File: config.mk
export PLATFORM = sky130hd
export DESIGN_NAME = alu_seq
export DESIGN_NICKNAME = d
export VERILOG_FILES = /design/src/rtl/alu_seq_pkg.sv /design/src/rtl/alu_seq_iter.sv /design/src/rtl/alu_seq.sv
export SDC_FILE = /design/constraint.sdc
export NUM_CORES = 1
export LEC_CHECK = 0
export CORE_MARGIN = 10
export CORE_UTILIZATION = 55
export CTS_CLUSTER_DIAMETER = 50
export DETAILED_ROUTE_END_ITERATION = 16
export GPL_TIMING_DRIVEN = 0
export PLACE_DENSITY = 0.91
export REMOVE_ABC_BUFFERS = 1
export SLEW_MARGIN = 30
export SYNTH_ARGS = -nofsm -noshare
export SYNTH_HDL_FRONTEND = slang
export SYNTH_HIERARCHICAL = 1
export SYNTH_SLANG_ARGS = --single-unit
File: constraint.sdc
create_clock -name clk -period 4.05 [get_ports clk]
set_clock_uncertainty 0.1 [all_clocks]
set_input_delay 0.6075 -clock clk [delete_from_list [all_inputs] [get_ports clk]]
set_output_delay 0.6075 -clock clk [all_outputs]
set_load 0.01 [all_outputs]
File: src/rtl/alu_seq_pkg.sv
// alu_seq_pkg: opcodes, FSM state encoding and illegal-op boundary for alu_seq.
// The boundary moves up to include DIV when ALU_SEQ_DIV_EN is defined.
package alu_seq_pkg;
   typedef enum logic [1:0] {S_IDLE, S_BUSY, S_DONE} state_t;
   localparam logic [3:0] OP_ADD = 4'd0;
   localparam logic [3:0] OP_SUB = 4'd1;
   localparam logic [3:0] OP_AND = 4'd2;
   localparam logic [3:0] OP_OR  = 4'd3;
   localparam logic [3:0] OP_XOR = 4'd4;
   localparam logic [3:0] OP_SHL = 4'd5;
   localparam logic [3:0] OP_SHR = 4'd6;
   localparam logic [3:0] OP_MUL = 4'd7;
   localparam logic [3:0] OP_DIV = 4'd8;
`ifdef ALU_SEQ_DIV_EN
   localparam logic [3:0] OP_LAST = OP_DIV;
`else
   localparam logic [3:0] OP_LAST = OP_MUL;
`endif
endpackage

File: src/rtl/alu_seq_iter.sv
// alu_seq_iter: WIDTH-iteration shift-add multiplier; restoring unsigned divider
// added when ALU_SEQ_DIV_EN is defined. o_done flags the final iteration's cycle.
module alu_seq_iter #(
   parameter int WIDTH = 16
) (
   input  logic             clk,
   input  logic             reset_n,
   input  logic             i_start,
`ifdef ALU_SEQ_DIV_EN
   input  logic             i_div,
`endif
   input  logic [WIDTH-1:0] i_a,
   input  logic [WIDTH-1:0] i_b,
   output logic             o_done,
   output logic [WIDTH-1:0] o_result
);
   localparam int CW = $clog2(WIDTH) + 1;
   logic [CW-1:0]    r_cnt;
   logic             r_run;
   logic [WIDTH-1:0] r_a, r_b, r_acc, w_a_nxt, w_b_nxt, w_acc_nxt;
`ifdef ALU_SEQ_DIV_EN
   logic             r_div;
   logic [WIDTH:0]   w_sh;
   logic [WIDTH-1:0] w_sub;
   assign w_sh  = {r_acc, r_a[WIDTH-1]};
   assign w_sub = w_sh[WIDTH-1:0] - r_b;
`endif
   assign o_done = r_run && r_cnt == CW'(WIDTH - 1);
   // r_a doubles as the shifting multiplicand or the dividend/quotient register
   always_comb begin
      w_acc_nxt = r_acc + (r_b[0] ? r_a : '0);
      w_a_nxt   = r_a << 1;
      w_b_nxt   = r_b >> 1;
      o_result  = w_acc_nxt;
`ifdef ALU_SEQ_DIV_EN
      if (r_div) begin
         w_a_nxt   = {r_a[WIDTH-2:0], w_sh >= {1'b0, r_b}};
         w_acc_nxt = w_sh >= {1'b0, r_b} ? w_sub : w_sh[WIDTH-1:0];
         w_b_nxt   = r_b;
         o_result  = w_a_nxt;
      end
`endif
   end
   always_ff @(posedge clk) begin
      if (!reset_n) begin
         r_run <= 1'b0;
         r_cnt <= '0;
         r_a   <= '0;
         r_b   <= '0;
         r_acc <= '0;
`ifdef ALU_SEQ_DIV_EN
         r_div <= 1'b0;
`endif
      end else if (i_start) begin
         r_run <= 1'b1;
         r_cnt <= '0;
         r_a   <= i_a;
         r_b   <= i_b;
         r_acc <= '0;
`ifdef ALU_SEQ_DIV_EN
         r_div <= i_div;
`endif
      end else if (r_run) begin
         r_a   <= w_a_nxt;
         r_b   <= w_b_nxt;
         r_acc <= w_acc_nxt;
         r_cnt <= r_cnt + 1'b1;
         r_run <= !o_done;
      end
   end
endmodule

File: src/rtl/alu_seq.sv
// alu_seq: handshaked ALU, single-cycle ops via IDLE->DONE, MUL (and DIV when
// ALU_SEQ_DIV_EN is defined) via IDLE->BUSY->DONE using alu_seq_iter.
import alu_seq_pkg::*;

module alu_seq #(
   parameter int WIDTH = 16
) (
   input  logic             clk,
   input  logic             reset_n,
   input  logic             in_valid,
   output logic             in_ready,
   input  logic [WIDTH-1:0] in1,
   input  logic [WIDTH-1:0] in2,
   input  logic [3:0]       alu_op,
   output logic             out_valid,
   input  logic             out_ready,
   output logic [WIDTH-1:0] alu_out,
   output logic             z,
   output logic             n,
   output logic             c,
   output logic             err
);
   localparam int SW = $clog2(WIDTH);
   state_t           r_state, w_state_nxt;
   logic [WIDTH-1:0] r_out, w_res, w_iter_res;
   logic [WIDTH:0]   w_sum, w_dif;
   logic             r_z, r_n, r_c, r_err;
   logic             w_c, w_illegal, w_iter_op, w_iter_done, w_iter_err, w_accept;
   assign w_sum     = {1'b0, in1} + {1'b0, in2};
   assign w_dif     = {1'b0, in1} - {1'b0, in2};
   assign w_illegal = alu_op > OP_LAST;
   assign w_accept  = in_valid && in_ready;
   assign w_res = alu_op == OP_ADD ? w_sum[WIDTH-1:0] :
                  alu_op == OP_SUB ? w_dif[WIDTH-1:0] :
                  alu_op == OP_AND ? in1 & in2 :
                  alu_op == OP_OR  ? in1 | in2 :
                  alu_op == OP_XOR ? in1 ^ in2 :
                  alu_op == OP_SHL ? in1 << in2[SW-1:0] :
                  alu_op == OP_SHR ? in1 >> in2[SW-1:0] : '0;
   assign w_c = alu_op == OP_ADD ? w_sum[WIDTH] : alu_op == OP_SUB ? w_dif[WIDTH] : 1'b0;
`ifdef ALU_SEQ_DIV_EN
   logic r_div0;
   assign w_iter_op  = alu_op == OP_MUL || alu_op == OP_DIV;
   assign w_iter_err = r_div0;
   always_ff @(posedge clk)
      r_div0 <= !reset_n ? 1'b0 : w_accept ? (alu_op == OP_DIV && in2 == '0) : r_div0;
`else
   assign w_iter_op  = alu_op == OP_MUL;
   assign w_iter_err = 1'b0;
`endif
   alu_seq_iter #(.WIDTH(WIDTH)) u_iter (
      .clk      (clk),
      .reset_n  (reset_n),
      .i_start  (w_accept && w_iter_op),
`ifdef ALU_SEQ_DIV_EN
      .i_div    (alu_op == OP_DIV),
`endif
      .i_a      (in1),
      .i_b      (in2),
      .o_done   (w_iter_done),
      .o_result (w_iter_res)
   );
   always_comb begin
      w_state_nxt = r_state;
      in_ready    = 1'b0;
      out_valid   = 1'b0;
      case (r_state)
         S_IDLE: begin
            in_ready = reset_n;
            if (in_valid && reset_n) w_state_nxt = w_iter_op ? S_BUSY : S_DONE;
         end
         S_BUSY: if (w_iter_done) w_state_nxt = S_DONE;
         S_DONE: begin
            out_valid = 1'b1;
            if (out_ready) w_state_nxt = S_IDLE;
         end
         default: w_state_nxt = S_IDLE;
      endcase
   end
   always_ff @(posedge clk) begin
      if (!reset_n) begin
         r_state <= S_IDLE;
         r_out   <= '0;
         r_z     <= 1'b0;
         r_n     <= 1'b0;
         r_c     <= 1'b0;
         r_err   <= 1'b0;
      end else begin
         r_state <= w_state_nxt;
         if (w_accept && !w_iter_op) begin
            r_out <= w_res;
            r_z   <= w_res == '0;
            r_n   <= w_res[WIDTH-1];
            r_c   <= w_c;
            r_err <= w_illegal;
         end else if (r_state == S_BUSY && w_iter_done) begin
            r_out <= w_iter_res;
            r_z   <= w_iter_res == '0;
            r_n   <= w_iter_res[WIDTH-1];
            r_c   <= 1'b0;
            r_err <= w_iter_err;
         end
      end
   end
   assign alu_out = r_out;
   assign z       = r_z;
   assign n       = r_n;
   assign c       = r_c;
   assign err     = r_err;
endmodule

==> run_results.csv <==
group,metric,value,unit
synth,synth_area_leaders,"dfxtp_1, ha_1, mux2i_1",
timing,finalSetupViolCount,0,
pwr,total_leakage_power,3.71,nW
cts,numCtsBuffers,9,
global_routing,grt-ovfl-total,0,
global_routing,grt_max_degree,46,
timing,rsz0062_at_grt,"false",
pwr,seq_power_share,33.7,%
placement,hpwl,20900,microns
global_routing,antenna_found_initial,0,
route,drtIter0Drc,1133,
synth,synth_area,0.00845,sq mm
route,detail_route.wl_per_cell,21.9,microns
timing,tightest_slew,0.837,ns
global_routing,gr-usage-all-layers,26.7,%
die,start_util,55.8,%
timing,max_slew_margin,44.0,%
die,dieArea,0.0207,sq mm
die,rows,45,
pwr,p_int,1.51,mW
route,wl,28100,microns
synth,synth_common_cells,"nand2_1, nor2_1, dfxtp_1",
pwr,power_frac_clock,35.2,%
cts,clk_latency,0.35,ns
synth,yosys.area.top_type,"dfxtp_1",
critical_path,worstPathArrival,4.07,ns
worst_hold_path,hold_path_depth,2,
pwr,power,2.27,mW
timing,timing_hold_violations_final,0,
pwr,power.density,243,mW/mm^2
synth,postSynthCellCount,1090,
pwr,p_sw_share,33.7,%
placement,finalWeightedCongestion,1.04,
synth,synth.top_cell.area_share,17.8,%
route,firstDrtPassIters,6,
die,core_area,0.0151,sq mm
layout,num_antenna_cells,0,
pwr,ir_worst_vdd,0.226,mV
route,vias_per_cell,6.74,
pwr,power.switching,0.765,mW
route,vias,8670,
synth,async_reset_ff_share,0,%
placement,post_dp_cell_area,0.00905,sq mm
route,drcViolationCount,0,
layout,post-route-util,61.8,%
critical_path,cp.required,4.22,ns
cts,clockRootBuffer,"clkbuf_16",
job,maxCapViolations,0,
cts,cts_hold_buf,0,
cts,path_clk_slew,0.07,ns
critical_path,path_class,"in2reg",
layout,drive_above_1_share,9.29,%
critical_path,reg2regPathDepth,13,
critical_path,cp-end-kind,"register",
timing,slew_viol_final,0,
cts,cts_tree,"yes",
run_status,status,"finished, final reports clean",
synth,synth_edf_count,0,
synth,synthFlopType,"dfxtp_1",
layout,nFillCells,1296,
die,io_pins,62,
synth,avgSynthCellArea,7.75,sq um
die,die-width,144,microns
pwr,p_comb_share,31.1,%
critical_path,cp-start-kind,"input port",
critical_path,critPathMaxFanout,10,
layout,syn_to_final_growth,10.8,%
synth,ys_seq_area_share,17.8,%
cts,htreeDepth,3,
worst_hold_path,hold_path.class,"reg2reg",
synth,yosysMostFrequentCell,"nand2_1",
timing,fmax,256,MHz
timing,finalCritPeriodShare,96.3,%
synth,ys_seq_elements,75,
layout,nets,1204,
global_routing,grt_pass1_wl,44000,microns
synth,ys_types,95,
layout,fin_area,0.00936,sq mm
timing,min_period,3.90,ns
cts,clock_path_buffers,2,
critical_path,reg2reg_slack,0.59,ns
synth,ys_warn_count,6,
global_routing,grt_pass1_vias,8030,
placement,io_buffers,61,
die,die_y,144,microns
route,antenna_left,0,
cts,cts.sinks,75,
[registers in the layout, indices dropped and copies added (netlist names)]
register      flops
r_state           2
z                 1
c                 1
u_iter/r_b       16
err               1
u_iter/r_run      1
u_iter/r_acc     16
u_iter/r_a       16
u_iter/r_cnt      5
alu_out          16
[worst paths after layout]
| path | startpoint | to |
|---|---|---|
| setup reg to reg | u_iter/r_b[0]$_SDFFE_PN0P_ | z$_SDFFE_PN0P_ |
| hold / removal | alu_out[5]$_SDFFE_PN0P_ | alu_out[5]$_SDFFE_PN0P_ |
| setup / recovery | in1[9] | z$_SDFFE_PN0P_ |
| hold reg to reg | alu_out[5]$_SDFFE_PN0P_ | alu_out[5]$_SDFFE_PN0P_ |
[timing repair]
| action | in CTS | in global routing |
|---|---|---|
| setup endpoints to repair | 4 | 5 |
| pin swaps | 0 | 0 |
| resized for setup | 9 | 15 |
| buffers inserted | 1 | 0 |
[area by class of cell]
type,instances,area (sq um),area share [%]
clock buffers,9,225,2.41
flip-flops and latches,75,1510,16.1
inverters,60,229,2.45
clock inverters,6,65.1,0.695
well taps,188,235,2.51
multi-input cells,880,6390,68.2
repair buffers,68,712,7.61
[power groups by stage]
stage | Combinational [mW] | Clock, mW | Sequential (mW)
after floorplan | 0.398 | 0 | 0.786
after detailed placement | 0.680 | 0 | 0.781
after CTS | 0.685 | 0.812 | 0.765
final | 0.707 | 0.801 | 0.765
after global placement | 0.668 | 0 | 0.783
after global routing | 0.755 | 0.841 | 0.767
[cells by family after synthesis]
| kind of cell | after synthesis | synth area share [%] |
|---|---|---|
| AOI/OAI and AO/OA | 305 | 25.0 |
| xor gates and xnor gates | 21 | 2.18 |
| adders and majority gates | 70 | 10.6 |
| buffers and inverters | 135 | 6.99 |
| DFF | 75 | 17.8 |
| muxes | 92 | 13.8 |
| and+or+nand+nor | 392 | 23.6 |
[cell usage in the layout (no fill, tap or decap), drive strengths merged, types with 7 or more instances in the layout]
cell           Yosys  routed
mux4              17      17
nor3              20      20
buf               34      14
a211oi            22      22
clkdlybuf4s50      0      45
mux2              20      20
o21ai             72      72
mux2i             55      55
nor2              83      83
inv               58      58
nor3b              7       7
xor2               9       9
o22ai             12      12
ha                67      67
a221oi             7       7
a31o              10      10
nand2            107     107
o211ai            12      12
nand3             21      21
clkbuf            41      13
nand4             10      10
a21o              13      13
or3               12      12
a311oi             9       9
o31ai              9       9
a31oi              9       9
xnor2             12      12
a22oi             10      10
or2                7       7
nor2b             18      18
dfxtp             75      75
a21oi             62      62
and3              18      18
and2              50      50
nor4               7       7
nand2b            15      15
[per-layer routing]
metal	GRT usage [%]	vias up	share of wire, %
li1	-	3994	-
met1	37.0	4096	43
met2	39.2	507	43
met3	5.05	73	11
met4	11.7	0	3.8
met5	0	-	0
[through the flow]
stage	setup slack (ns)	TNS, ns	cells	hold WS [ns]
global route	0.000402	0	1286	0.407
detailed placement	-0.680	-6.37	1270	0.375
floorplan	-0.130	-0.591	1015	0.356
CTS	0.0836	0	1286	0.390
global placement	-3.42	-164.24	1264	0.370
finish	0.149	0	1286	0.386
[critical path, cell delays in order]
cell	delay [ns]
clkdlybuf4s50_1	0.81
inv_1	0.10
ha_1	0.50
nor2b_1	0.10
o21ai_0	0.28
nor2b_1	0.28
o221ai_1	0.22
and2_1	0.24
and4b_1	0.21
o32ai_2	0.29
nand4_1	0.15
o41ai_2	0.27
(Power assumes the default switching activity.)
